**src/rtl/bus_arbiter_rr4_if.sv**
```systemverilog
// Request/grant bundle shared by the four bus requesters and the round-robin arbiter.
// The master side drives requests; the slave side (arbiter) returns the grant.
interface bus_arbiter_rr4_if;
  logic [3:0] req;
  logic       done;
  logic [3:0] grant;
  logic [1:0] grant_idx;
  logic       busy;
  logic       timeout;

  modport master (
    output req,
    output done,
    input  grant,
    input  grant_idx,
    input  busy,
    input  timeout
  );

  modport slave (
    input  req,
    input  done,
    output grant,
    output grant_idx,
    output busy,
    output timeout
  );
endinterface

```
**src/rtl/bus_arbiter_rr4.sv**
```systemverilog
// Four-way round-robin arbiter for the CPU internal bus with a bounded hold time
// and a one-cycle turnaround between owners; every output is registered.
module bus_arbiter_rr4 #(
  parameter int MAX_HOLD = 8,
  parameter int CNT_W    = 4
) (
  input  logic                clk,
  input  logic                rst,
  bus_arbiter_rr4_if.slave    bus
);

  if (MAX_HOLD < 2 || MAX_HOLD > (1 << CNT_W)) begin : g_param_chk
    $error("bus_arbiter_rr4: MAX_HOLD out of range for CNT_W");
  end

  typedef enum logic [1:0] {
    IDLE    = 2'd0,
    GRANT   = 2'd1,
    RELEASE = 2'd2
  } state_t;

  localparam logic [CNT_W-1:0] HOLD_LAST = CNT_W'(MAX_HOLD - 1);

  state_t           state_q, state_d;
  logic [CNT_W-1:0] cnt_q, cnt_d;
  logic [1:0]       last_q, last_d;
  logic [3:0]       grant_q, grant_d;
  logic [1:0]       idx_q, idx_d;
  logic             busy_q, busy_d;
  logic             timeout_q, timeout_d;

  logic [2:0]       pick;
  logic             owner_req;
  logic             hold_expired;

  // Returns {found, index}: scanning downward from the lowest priority offset
  // leaves the nearest requester after 'last' as the final (winning) assignment.
  function automatic logic [2:0] rr_pick(input logic [3:0] r, input logic [1:0] last);
    logic [1:0] c;
    rr_pick = 3'b000;
    for (int i = 4; i >= 1; i--) begin
      c = last + 2'(i);
      if (r[c]) rr_pick = {1'b1, c};
    end
  endfunction

  assign pick         = rr_pick(bus.req, last_q);
  assign owner_req    = bus.req[idx_q];
  assign hold_expired = (cnt_q == HOLD_LAST);

  always_comb begin
    state_d   = state_q;
    cnt_d     = cnt_q;
    last_d    = last_q;
    grant_d   = grant_q;
    idx_d     = idx_q;
    timeout_d = 1'b0;

    case (state_q)
      IDLE, RELEASE: begin
        if (pick[2]) begin
          state_d = GRANT;
          grant_d = 4'b0001 << pick[1:0];
          idx_d   = pick[1:0];
          cnt_d   = '0;
        end else begin
          state_d = IDLE;
          grant_d = 4'b0000;
        end
      end
      GRANT: begin
        cnt_d = cnt_q + 1'b1;
        if (bus.done || !owner_req || hold_expired) begin
          state_d   = RELEASE;
          grant_d   = 4'b0000;
          last_d    = idx_q;
          // Forced release only when the owner still wants the bus.
          timeout_d = !bus.done && owner_req;
        end
      end
      default: begin
        state_d = IDLE;
        grant_d = 4'b0000;
      end
    endcase

    busy_d = |grant_d;
  end

  always_ff @(posedge clk) begin
    if (rst) begin
      state_q   <= IDLE;
      cnt_q     <= '0;
      last_q    <= 2'd3;
      grant_q   <= 4'b0000;
      idx_q     <= 2'd0;
      busy_q    <= 1'b0;
      timeout_q <= 1'b0;
    end else begin
      state_q   <= state_d;
      cnt_q     <= cnt_d;
      last_q    <= last_d;
      grant_q   <= grant_d;
      idx_q     <= idx_d;
      busy_q    <= busy_d;
      timeout_q <= timeout_d;
    end
  end

  assign bus.grant     = grant_q;
  assign bus.grant_idx = idx_q;
  assign bus.busy      = busy_q;
  assign bus.timeout   = timeout_q;

endmodule
```
**src/flat_wrapper.sv**
```systemverilog
// flat-port wrapper written by rule: the top's interface ports become plain ports
module bus_arbiter_rr4_flat 
#(
  parameter int MAX_HOLD = 8,
  parameter int CNT_W    = 4
)
  (clk, rst, bus_req, bus_done, bus_grant, bus_grant_idx, bus_busy, bus_timeout);
  bus_arbiter_rr4_if bus_i ();
  input  logic clk;
  input  logic rst;
  input wire logic [$bits(bus_i.req)-1:0] bus_req;
  input wire logic [$bits(bus_i.done)-1:0] bus_done;
  output wire logic [$bits(bus_i.grant)-1:0] bus_grant;
  output wire logic [$bits(bus_i.grant_idx)-1:0] bus_grant_idx;
  output wire logic [$bits(bus_i.busy)-1:0] bus_busy;
  output wire logic [$bits(bus_i.timeout)-1:0] bus_timeout;
  assign bus_i.req = bus_req;
  assign bus_i.done = bus_done;
  assign bus_grant = bus_i.grant;
  assign bus_grant_idx = bus_i.grant_idx;
  assign bus_busy = bus_i.busy;
  assign bus_timeout = bus_i.timeout;
  bus_arbiter_rr4 #(.MAX_HOLD(MAX_HOLD), .CNT_W(CNT_W)) u_core (.clk(clk), .rst(rst), .bus(bus_i));
endmodule
```
**config.mk**
```make
export PLATFORM = sky130hd
export DESIGN_NAME = bus_arbiter_rr4_flat
export DESIGN_NICKNAME = d
export VERILOG_FILES = /design/src/rtl/bus_arbiter_rr4_if.sv /design/src/rtl/bus_arbiter_rr4.sv /design/src/flat_wrapper.sv
export SDC_FILE = /design/constraint.sdc
export NUM_CORES = 1
export LEC_CHECK = 0
export ABC_AREA = 1
export ABC_CLOCK_PERIOD_IN_PS = 2700
export CORE_AREA = 2 2 45 47
export CTS_BUF_LIST = sky130_fd_sc_hd__clkbuf_8
export DETAILED_ROUTE_END_ITERATION = 7
export DIE_AREA = 0 0 47 49
export PLACE_DENSITY = 0.81
export SYNTH_ARGS = -nofsm -noshare
export SYNTH_HDL_FRONTEND = slang
export SYNTH_SLANG_ARGS = --single-unit
export TNS_END_PERCENT = 20
```
**constraint.sdc**
```tcl
create_clock -name clk -period 2.7 [get_ports clk]
set_input_delay 0.54 -clock clk [delete_from_list [all_inputs] [get_ports clk]]
set_output_delay 0.54 -clock clk [all_outputs]
set_load 0.03 [all_outputs]
```
==> results of run 1 <==
-- stage by stage --
stage               hold WS (ps)  utilization, %
detailed placement           481            59.9
global route                 517            62.9
floorplan                    455               -
global placement             473            59.9
CTS                          495            62.9
finish                       489            62.9
-- power by group through the flow --
stage	clock (uW)	sequential, uW	combinational [uW]
finish	213	305	381
global route	224	311	421
CTS	214	305	381
detailed placement	0	311	378
global placement	0	309	368
floorplan	0	348	242
-- cell families (layout without fill, tap and decap cells) --
| logic type | count (synthesis) | after routing | synth area share [%] |
|---|---|---|---|
| compound gates | 28 | 28 | 17.0 |
| buf+inv | 22 | 38 | 10.3 |
| flops | 16 | 16 | 33.9 |
| simple gates | 72 | 72 | 37.5 |
| fa+ha+maj | 1 | 1 | 1.32 |
-- cell usage after synthesis (2+ instances only) --
cell	count	area, sq um
nand2_1	38	143
inv_1	17	63.8
dfxtp_1	16	320
a21oi_1	14	70.1
nand2_2	13	81.3
nor2_1	7	26.3
o21ai_0	7	35.0
nand3_1	4	20.0
o211ai_1	4	30.0
nand2_4	3	33.8
inv_2	2	7.51
nand3_2	2	20.0
nand4_1	2	12.5
-- worst min path at each step --
stage / start / end / slack, ps / cells past startpoint
5_1_grt: u_core.cnt_q[1] / u_core.cnt_q[1] / 520 / 2
3_5_place_dp: u_core.bus.grant[1] / u_core.bus.grant[1] / 480 / 2
2_1_floorplan: u_core.cnt_q[0] / u_core.cnt_q[0] / 450 / 1
4_1_cts: u_core.cnt_q[2] / u_core.cnt_q[2] / 500 / 2
3_3_place_gp: u_core.cnt_q[0] / u_core.cnt_q[0] / 470 / 1
6_report: u_core.cnt_q[1] / u_core.cnt_q[1] / 490 / 2
-- layer usage --
layer / vias to the layer above / GRT usage (%)
li1: 476 / -
met1: 422 / 22.5
met2: 14 / 34.0
met3: 4 / 3.33
met4: 0 / 9.72
met5: - / 0
-- state kept, by name, summed over array words and instances (netlist names) --
name	count
u_core.bus.grant_idx	2
u_core.bus.grant	4
u_core.bus.timeout	1
u_core.bus.busy	1
u_core.cnt_q	4
u_core.last_q	2
u_core.state_q	2
-- cell type report --
cell class              instances  area, sq um  area share, %
clock buffers                   4         55.1           4.75
inverters                      20         82.6           7.13
multi-input cells             101          527           45.5
flip-flops and latches         16          320           27.6
well taps                      27         33.8           2.92
repair buffers                 14          140           12.1
-- worst min-delay path: stages, from the launching register on --
cell and delay [ps]:
dfxtp_1 330, nand2_1 70, a21oi_1 50
==> out/results.txt, run 1 <==
Startpoint of the most critical setup path: bus_req[1]
Endpoints failing setup: 0
Power per unit of standard cell area: 775 nW/um^2
Number of iterations in the first detailed-routing pass: 4
Critical Path Sink Type: flop
Clock latency on the worst-skew pair: 250 ps
Standard cell with the maximum stage delay on the critical path: clkdlybuf4s50_1
Number of setup buffers added after CTS: 0
Number of filler instances in the final layout: 168
Capture point of the worst reg-to-reg path: u_core.bus.busy
Least setup slack across all paths after layout: 663 ps
Crit-path most repeated cell: nand2_1
Remaining antenna violation count after routing: 0
Skew final: 2.37 ps
Arr. time, crit path: 2220 ps
Final setup TNS: 0 ps
Placed insts: 178
Total overflow reported by the global router: 0
Starting density of the core: 51.3%
Hold Crit Class: flop to flop
Die W: 47 um
Net Count, Synth: 147
Slew margin rel.: 70.5%
Final weighted congestion of routability-driven global placement: 0.743
Status: finished, final reports clean
Top library cells by usage in the layout, fill and taps aside: 38 x nand2_1, 17 x inv_1, 16 x dfxtp_1, 14 x a21oi_1, 14 x clkdlybuf4s50_1
Measured slew at the worst slew-check pin: 442 ps
Layout Cell Area excl Fill: 1160 sq um
Total global routing track utilization: 19.9%
Wire per inst: 10.9 um
Most common cell after layout, fill and taps aside: nand2_1
Post-detailed-placement half-perimeter wirelength: 1530 um
Final Cycle Share: 75.4%
Highest fanout seen on the critical path: 5
DRT met1 WL: 868 um
Number of resized instances in the post-cts repair step: 0
Wire length reported by the detailed router: 1990 um
Number of buffers added on ports: 14
Remaining design rule violation count: 0
Diodes inserted: 0
Synth async-reset ratio: 0%
Non-filler cells in the finished layout: 182
Top layer used by detailed routing: met4
Area of the core: 1840 sq um
Metal2 WL: 1040 um
Largest voltage drop on the vdd net: 481 uV
CTS clk-pin slew, worst paths: 60 ps
Number of buffer and inverter stages on the critical path: 2
CTS tree: yes
Setup slack, reg-to-reg: 930 ps
Post-layout total power: 898 uW
Die H: 49 um
First-pass GRT wire length: 3320 um
Synth Flop Type: dfxtp_1
Post-Syn Area per Cell: 6.80 sq um
Number of buffers added by the clock tree synthesis step: 3
Number of primary I/O pins: 15
Clock root cell: clkbuf_8
Leak: 0.000562 uW
Switching fraction of total power: 39.5%
Met3 wirelength from detailed routing: 42 um
Tmin final: 2040 ps
Number of global-route vias before repair: 847
Maximum frequency from static timing analysis: 0.491 GHz
Setup repair after global routing missed its margin: false
Ratio of routed vias to standard cells: 5.03
Synth Register Bits: 16
Sink count of the clock tree: 16
Ys Warns: 0
Startpoint types: input port
Synthesized cell area: 945 sq um
Cells on worst reg2reg path: 10
DIE AREA: 2300 sq um
Instance count of the mapped netlist: 139
Slowest Stage Delay on Critical Path: 480 ps
Number of enable-type register cells in the synthesized netlist: 0
Worst path depth: 11
Cell row count: 16
Fraction of power consumed by sequential logic: 33.9%
Synth-to-layout area growth: 22.6%
Fraction of power consumed by the clock network: 23.7%
Startpoint of the worst-slack reg-to-reg timing path: u_core.last_q[0]
Net count, final: 164
Classification of the worst setup path: input port to flop
Number of antenna violations at the first check in global routing: 0
WP data required: 2880 ps
Fraction of final layout cells sized beyond drive strength 1: 18.1%
Endpoint of the most critical setup path: u_core.bus.busy
Critical path cell sequence: clkdlybuf4s50_1 -> inv_1 -> a21oi_1 -> o21ai_0 -> nand2_1 -> o211ai_1 -> nor2_1 -> nand2_1 -> nand2_1 -> nor2_1 -> a21oi_1
Post-synthesis cell type count: 23
Placement-stage worst setup slack: 439 ps
Hold violation count in the final report: 0
Cell internal pwr: 544 uW
Cell Area, Placed: 1100 sq um
Max-slew violations: 0
Total of max-cap violations: 0
Deepest clock path buffer count: 2
Via Count: 916
Net switching component of the power: 354 uW
First-iteration detailed-routing DRC count: 22
Post-CTS Hold Buffers: 0
Maximum number of pins on one net before global-route repair: 11
Number of H-tree levels: 1
Register area share after synthesis: 33.9%
Combinational share of power: 42.4%
Crit path max-delay family: simple AND/OR/NAND/NOR gates
Note: power is estimated with default switching activity, not from simulation.
==> run 2, diff against run 1 <==
Settings changed: ABC_CLOCK_PERIOD_IN_PS 2700 to 1630, CORE_AREA 2 2 45 47 to 2 2 47 49, DIE_AREA 0 0 47 49 to 0 0 49 51, PLACE_DENSITY 0.81 to 0.78.
Clock period 2.7 ns to 1.63 ns, I/O delays scaled along.
==> run 2 against run 1 <==
  * Global-route usage is 1.4 points lower
  * Clock skew down 1.4 ps
  * Critical path depth shrank 10
  * Count of clock-buffer cells in the layout unchanged
  * Routed wire length is 12% higher
  * Setup slack got worse by 620 ps
  * Die area grew 8.5%
  * Clock power increased by 65%
  * Worst hold slack better by 1.2 ps
  * Sequential cell count is the same
  * Critical endpoint is now bus_grant[2]
==> out/results.txt, run 2 (same netlist as run 1, synthesis figures left out) <==
Startpoint types: flop
Sink count of the clock tree: 16 (unchanged)
CTS clk-pin slew, worst paths: 60 ps (about the same)
Die W: 49 um (+4.3%)
Setup repair after global routing missed its margin: true
Final Cycle Share: 97.3%
Max-slew violations: 0 (unchanged)
Critical Path Sink Type: primary output
Fraction of final layout cells sized beyond drive strength 1: 32.7% (+15 points)
Skew final: 1.02 ps (-1.36 ps)
Slew margin rel.: 78.6% (+8.1 points)
Number of buffer and inverter stages on the critical path: 1 (-1)
Highest fanout seen on the critical path: 2 (-3)
Maximum frequency from static timing analysis: 0.631 GHz
Hold violation count in the final report: 0 (unchanged)
Most common cell after layout, fill and taps aside: nand2_1
Leak: 0.000664 uW (+18%)
Starting density of the core: 45.8% (-5.5 points)
Wire per inst: 11.6 um (+6.0%)
Number of primary I/O pins: 15 (unchanged)
Standard cell with the maximum stage delay on the critical path: clkdlybuf4s50_1
Measured slew at the worst slew-check pin: 321 ps (-122 ps)
Area of the multi-input gates: 578 sq um (+9.7%)
Net count, final: 174 (+6.1%)
Classification of the worst setup path: flop to primary output
Hold Path Stages: 2 (unchanged)
Endpoints failing setup: 0 (unchanged)
Clock root cell: clkbuf_8
Status: finished, final reports clean
First-pass GRT wire length: 3540 um (+6.7%)
Number of antenna violations at the first check in global routing: 0 (unchanged)
Crit path max-delay family: buffers and inverters
Area of the core: 2060 sq um (+12%)
Final weighted congestion of routability-driven global placement: 0.856 (+15%)
CTS tree: yes
Number of global-route vias before repair: 901 (+6.4%)
Layout Cell Area excl Fill: 1310 sq um (+13%)
Total overflow reported by the global router: 0 (unchanged)
Via Count: 994 (+8.5%)
Number of filler instances in the final layout: 190 (+13%)
Power per unit of standard cell area: 1230 nW/um^2 (+58%)
Cell row count: 17 (+1)
Post-CTS Hold Buffers: 0 (unchanged)
Post-layout total power: 1600 uW (+79%)
Placed insts: 186 (+4.5%)
Slowest Stage Delay on Critical Path: 680 ps (+200 ps)
Hold Crit Class: flop to flop
Arr. time, crit path: 1260 ps (-960 ps)
WP data required: 1300 ps (-1580 ps)
Post-detailed-placement half-perimeter wirelength: 1620 um (+6.2%)
Capture point of the worst reg-to-reg path: u_core.bus.busy
Cell Area, Placed: 1170 sq um (+6.0%)
Top library cells by usage in the layout, fill and taps aside: 35 x nand2_1, 16 x inv_1, 15 x nand2_2, 14 x dfxtp_1, 11 x a21oi_1
First-iteration detailed-routing DRC count: 16 (-27%)
Number of buffers added on ports: 14 (unchanged)
Critical path cell sequence: clkdlybuf4s50_1
Wire length reported by the detailed router: 2240 um (+12%)
Total of max-cap violations: 0 (unchanged)
Die H: 51 um (+4.1%)
Setup slack, reg-to-reg: 80 ps (-850 ps)
Ratio of routed vias to standard cells: 5.15 (+2.3%)
Hold wc startpoint: u_core.bus.grant[2]
Final setup TNS: 0 ps (unchanged)
Non-filler cells in the finished layout: 193 (+6.0%)
Tmin final: 1590 ps
Clock latency on the worst-skew pair: 250 ps (about the same)
Area taken by flip-flops and latches: 323 sq um (+0.78%)
Synth-to-layout area growth: 38.5%
Worst-case hold slack: 490 ps (+1.19 ps)
Largest voltage drop on the vdd net: 666 uV (+38%)
Remaining design rule violation count: 0 (unchanged)
Number of H-tree levels: 1 (unchanged)
Cells on worst reg2reg path: 12 (+2)
Number of iterations in the first detailed-routing pass: 4 (unchanged)
Deepest clock path buffer count: 2 (unchanged)
Total global routing track utilization: 18.4% (-1.4 points)
Remaining antenna violation count after routing: 0 (unchanged)
Diodes inserted: 0 (unchanged)
Startpoint of the worst-slack reg-to-reg timing path: u_core.last_q[0]
DIE AREA: 2500 sq um (+8.5%)
Sink of the worst hold path: u_core.bus.grant[2]
Number of buffers added by the clock tree synthesis step: 3 (unchanged)
Maximum number of pins on one net before global-route repair: 10 (-1)
## run 2: per-layer routing
layer | part of all wire (%) | vias to the layer above | GRT usage (%)
met3 | 3.8 | 8 | 4.09
li1 | - | 495 | -
met5 | 0 | - | 0
met2 | 53 | 27 | 33.3
met1 | 41 | 464 | 20.7
met4 | 1.9 | 0 | 8.57
## run 2: what timing repair did
item                       in CTS  in global routing
setup endpoints to repair       7                 12
setup buffers                   0                  3
pin swaps                       0                 10
gates resized for setup         3                 20
## run 2: power by group
group	internal [uW]	leakage (uW)	switching [uW]	total (uW)
clock	214	0.0000288	136	351
sequential	454	0.000131	47.2	501
combinational	302	0.000505	451	753
## run 2: final cells by class
| cell class | instances | area share [%] |
|---|---|---|
| tap | 28 | 2.68 |
| multi-input combinational | 101 | 44.2 |
| sequential | 16 | 24.7 |
| inverter | 20 | 6.31 |
| timing repair buffer | 24 | 18.0 |
| clock buffer | 4 | 4.21 |
## run 2: metrics by stage
step | setup WS (ps) | util (%)
2_1_floorplan | 171 | -
3_3_place_gp | -280 | 56.7
3_5_place_dp | -386 | 56.7
4_1_cts | -58.8 | 59.4
5_1_grt | -37.1 | 63.4
6_report | 44.6 | 63.4
## run 2: worst min-delay path: stages, from the launching register on
cell and delay [ps]:
dfxtp_1 310, nand2_1 70, a21oi_1 60
## run 2: how the worst max path moves through the flow
stage / from / endpoint / cells past startpoint
final: u_core.bus.grant[2] / bus_grant[2] / 1
after global routing: u_core.bus.grant_idx[0] / u_core.bus.grant[1] / 8
after CTS: bus_req[3] / u_core.bus.busy / 11
after detailed placement: bus_req[1] / u_core.bus.busy / 11
after global placement: bus_req[3] / u_core.bus.busy / 14
after floorplan: u_core.bus.grant_idx[0] / u_core.bus.busy / 8
==> run 3, diff against run 2 <==
Settings changed: CORE_AREA 2 2 47 49 to 2 2 49 51, DIE_AREA 0 0 49 51 to 0 0 51 53, PLACE_DENSITY 0.78 to 0.73.
==> run 3 against run 2 <==
  * Cell count is 1.0% lower
  * Cell area is 2.2% lower
  * Global-route usage is 1.7 points lower
  * Power is 2.7% lower
  * Critical path depth stayed put
  * Largest cell class unchanged
==> out/results.txt, run 3 (same netlist as run 1, synthesis figures left out) <==
Slew margin rel.: 79.1% (+0.55 points)
Net count, final: 172 (-1.1%)
Tmin final: 1580 ps (-5.46 ps)
First-pass GRT wire length: 3440 um (-2.9%)
Standard cell with the maximum stage delay on the critical path: clkdlybuf4s50_1
Endpoints failing setup: 0 (unchanged)
Die H: 53 um (+3.9%)
Post-detailed-placement half-perimeter wirelength: 1580 um (-3.0%)
Remaining design rule violation count: 0 (unchanged)
Placement-stage worst setup slack: -389 ps (-2.57 ps)
Maximum frequency from static timing analysis: 0.633 GHz (+0.35%)
Synth-to-layout area growth: 35.5%
Hold violation count in the final report: 0 (unchanged)
Deepest clock path buffer count: 2 (unchanged)
Diodes inserted: 0 (unchanged)
Highest fanout seen on the critical path: 2 (unchanged)
Measured slew at the worst slew-check pin: 312 ps (-8.29 ps)
DIE AREA: 2700 sq um (+8.2%)
Least setup slack across all paths after layout: 50.1 ps (+5.46 ps)
Total of max-cap violations: 0 (unchanged)
Skew final: 4.16 ps (+3.15 ps)
Remaining antenna violation count after routing: 0 (unchanged)
Number of buffer and inverter stages on the critical path: 1 (unchanged)
Hold Crit Class: flop to flop
Critical Path Sink Type: primary output
Clock latency on the worst-skew pair: 250 ps (about the same)
Number of primary I/O pins: 15 (unchanged)
Critical path cell sequence: clkdlybuf4s50_1
Number of buffers added on ports: 14 (unchanged)
Classification of the worst setup path: flop to primary output
Top library cells by usage in the layout, fill and taps aside: 35 x nand2_1, 16 x nand2_2, 16 x inv_1, 14 x dfxtp_1, 11 x a21oi_1
Clock root cell: clkbuf_8
Area of the core: 2150 sq um (+4.1%)
Post-CTS Hold Buffers: 0 (unchanged)
Final standard cell utilization of the core: 59.6% (-3.9 points)
Ratio of routed vias to standard cells: 4.94 (-4.0%)
Power per unit of standard cell area: 1220 nW/um^2 (-0.56%)
Number of global-route vias before repair: 854 (-5.2%)
Cell row count: 17 (unchanged)
Crit path max-delay family: buffers and inverters
Status: finished, final reports clean
CTS clk-pin slew, worst paths: 60 ps (about the same)
Starting density of the core: 44.0% (-1.8 points)
Number of antenna violations at the first check in global routing: 0 (unchanged)
Final weighted congestion of routability-driven global placement: 0.766 (-11%)
Largest voltage drop on the vdd net: 966 uV (+45%)
Wire per inst: 10.7 um (-7.9%)
Total global routing track utilization: 16.7% (-1.7 points)
Slowest Stage Delay on Critical Path: 670 ps (about the same)
Fraction of final layout cells sized beyond drive strength 1: 31.3% (-1.4 points)
Number of H-tree levels: 1 (unchanged)
Total overflow reported by the global router: 0 (unchanged)
Maximum number of pins on one net before global-route repair: 10 (unchanged)
Number of buffers added by the clock tree synthesis step: 3 (unchanged)
Number of iterations in the first detailed-routing pass: 5 (+1)
Startpoint types: flop
Most common cell after layout, fill and taps aside: nand2_1
CTS tree: yes
Non-filler cells in the finished layout: 191 (-1.0%)
Die W: 51 um (+4.1%)
Max-slew violations: 0 (unchanged)
Leak: 0.000647 uW (-2.7%)
Arr. time, crit path: 1250 ps (about the same)
WP data required: 1300 ps (about the same)
Placed insts: 187 (+0.54%)
Via Count: 944 (-5.0%)
Final setup TNS: 0 ps (unchanged)
Sink count of the clock tree: 16 (unchanged)
Wire length reported by the detailed router: 2040 um (-8.9%)
Final Cycle Share: 96.9% (-0.34 points)
First-iteration detailed-routing DRC count: 7 (-9)
run 3: area by class of cell:
class                   count  area [sq um]
flip-flops and latches     16           323
inverters                  20          82.6
repair buffers             22           216
clock buffers               4          55.1
well taps                  28          35.0
fillers                   197           868
multi-input cells         101           568
run 3: path summary, 6_finish.rpt:
path	start	end	slack [ps]	cells past startpoint
worst min register to register	u_core.bus.grant[1]	u_core.bus.grant[1]	490	2
worst min-delay path	u_core.bus.grant[1]	u_core.bus.grant[1]	490	2
worst max-delay path	u_core.bus.grant[3]	bus_grant[3]	50	1
worst max register to register	u_core.last_q[0]	u_core.bus.busy	100	14
run 3: where the power goes:
| part | switching [uW] | internal, uW |
|---|---|---|
| clock network | 130 | 214 |
| registers | 44.4 | 454 |
| logic | 430 | 288 |
run 3: timing repair:
item                       CTS  global route
pin swaps                    0             6
gates resized for setup      5            17
setup buffers                0             0
setup endpoints to repair   10            14
run 3: worst reg2reg max path, delay by kind of cell, from the launching register on:
family	cells	cell delay [ps]
simple gates	11	840
flops	1	340
buf+inv	2	180
compound gates	1	70
run 3: stage by stage:
stage | hold WS, ps | total power, uW | instance area (sq um)
2_1_floorplan | 455 | 976 | 945
3_5_place_dp | 473 | 1200 | 1180
6_report | 488 | 1560 | 1280
3_3_place_gp | 470 | 1190 | 1180
5_1_grt | 519 | 1670 | 1280
4_1_cts | 482 | 1540 | 1240
run 3: metal layers:
| layer | wire length [um] | GRT usage, % | part of all wire [%] |
|---|---|---|---|
| met4 | 14 | 8.11 | 0.69 |
| met1 | 884 | 18.3 | 43 |
| met2 | 1080 | 31.0 | 53 |
| met3 | 62 | 2.82 | 3.0 |
| met5 | 0 | 0 | 0 |
==> RTL edit, RTL diff (config.mk and constraints of run 3) <==
`MAX_HOLD` is set to 8 in 2 places; all go to 7.
--- a/src/rtl/bus_arbiter_rr4.sv
+++ b/src/rtl/bus_arbiter_rr4.sv
@@ -3,3 +3,3 @@
 module bus_arbiter_rr4 #(
-  parameter int MAX_HOLD = 8,
+  parameter int MAX_HOLD = 7,
   parameter int CNT_W    = 4
--- a/src/flat_wrapper.sv
+++ b/src/flat_wrapper.sv
@@ -3,3 +3,3 @@
 #(
-  parameter int MAX_HOLD = 8,
+  parameter int MAX_HOLD = 7,
   parameter int CNT_W    = 4
Formal check against the unedited RTL: not equivalent (a bounded check fails within 10 cycles, from zero or initial values and one cycle with rst high).
==> RTL edit against run 3 <==
  * Sequential cell count is the same
  * Design area grew 4.1%
  * Synthesized cell count grew 1.4%
  * Power grew 1.9%
  * Worst setup slack lost 0.0025 ns
  * Area after synthesis grew 1.6%
  * Die area is the same
  * Routed wire length grew 7.6%
  * Register-to-register slack is essentially flat
  * Clock skew shrank 0.0024 ns
  * Largest power group unchanged
  * Highest routed layer unchanged
==> RTL edit: results <==
[final_layout]
nFillCells = 198
num-nets-final = 175

[global_route]
globalRouteTotalUtil_pct = 17.26
grt_first_pass_wirelength_mm = 3.553
first_global_vias = 905

[yosys]
synth_compound_gate_area_share_pct = 15.51
synth.top_cells.by_area = "sky130_fd_sc_hd__dfxtp_1, sky130_fd_sc_hd__nand2_1, sky130_fd_sc_hd__nand2_2"
synth.net_count = 150
synthXorXnorAreaFrac_pct = 0
synth_cell_types = 24

[placed_design]
place_area_um2 = 1185
gp_routability_congestion = 0.7783
dp_hpwl_mm = 1.644
pre_cts_ws_ns = -0.3024

[drt]
drt_pass1_iterations = 4
route.detailed.wl_per_inst_um = 11.37
vias_per_cell = 4.969
detailedRoute.firstIterationViolations = 12

[status]
result_of_the_run = "finished clean"

[worst_hold_path]
hold-path-endpoint = "u_core.bus.grant[3]"
hp-start = "u_core.bus.grant[3]"

[power_and_ir_drop]
total_leakage_power_nw = 0.6800

[sta]
finClkSkew_ns = 0.001751

[setup_path]
r2r_end = "u_core.bus.grant[0]"
worst_r2r_path_depth = 12
## RTL edit: how the worst max path moves through the flow
stage / to / from / slack (ns)
finish: bus_grant[1] / u_core.bus.grant[1] / 0.05
detailed placement: u_core.bus.busy / bus_req[3] / -0.30
floorplan: u_core.bus.busy / u_core.last_q[0] / 0.24
CTS: u_core.bus.busy / bus_req[0] / -0.02
global route: u_core.bus.busy / u_core.last_q[0] / -0.05
global placement: u_core.bus.busy / bus_req[3] / -0.27
## RTL edit: layer usage
layer  wire (um)  up-vias  track usage (%)
met5           0        -                0
met4          27        0            5.405
met3          47        4            2.825
met2        1198        8            33.55
met1         922      449            18.89
li1            -      498                -
## RTL edit: final cells by class
class                           instances  share of cell area (%)
Timing Repair Buffer                   22                   16.24
Multi-Input combinational cell        100                   45.35
Tap cell                               28                   2.629
Sequential cell                        16                   24.23
Clock buffer                            4                   4.131
Inverter                               23                   7.418
## RTL edit: what timing repair did
| action | CTS | global route |
|---|---|---|
| setup endpoints to repair | 3 | 13 |
| setup buffers | 0 | 1 |
| endpoints found under the hold margin | 0 | 0 |
| resized for setup | 3 | 28 |
| pin swaps | 0 | 10 |
## RTL edit: power groups by stage
stage	Sequential [W]	Combinational, W	Clock, W
after floorplan	0.000568	0.000375	0
after global placement	0.000497	0.000642	0
after detailed placement	0.000500	0.000657	0
after CTS	0.000491	0.000652	0.000354
after global routing	0.000502	0.000819	0.000360
final	0.000496	0.000743	0.000352
## RTL edit: stage by stage
step           instances  hold slack, ns
6_report             193          0.4966
5_1_grt              193          0.5195
2_1_floorplan        141          0.4060
3_3_place_gp         188          0.4791
3_5_place_dp         188          0.4904
4_1_cts              192          0.5010
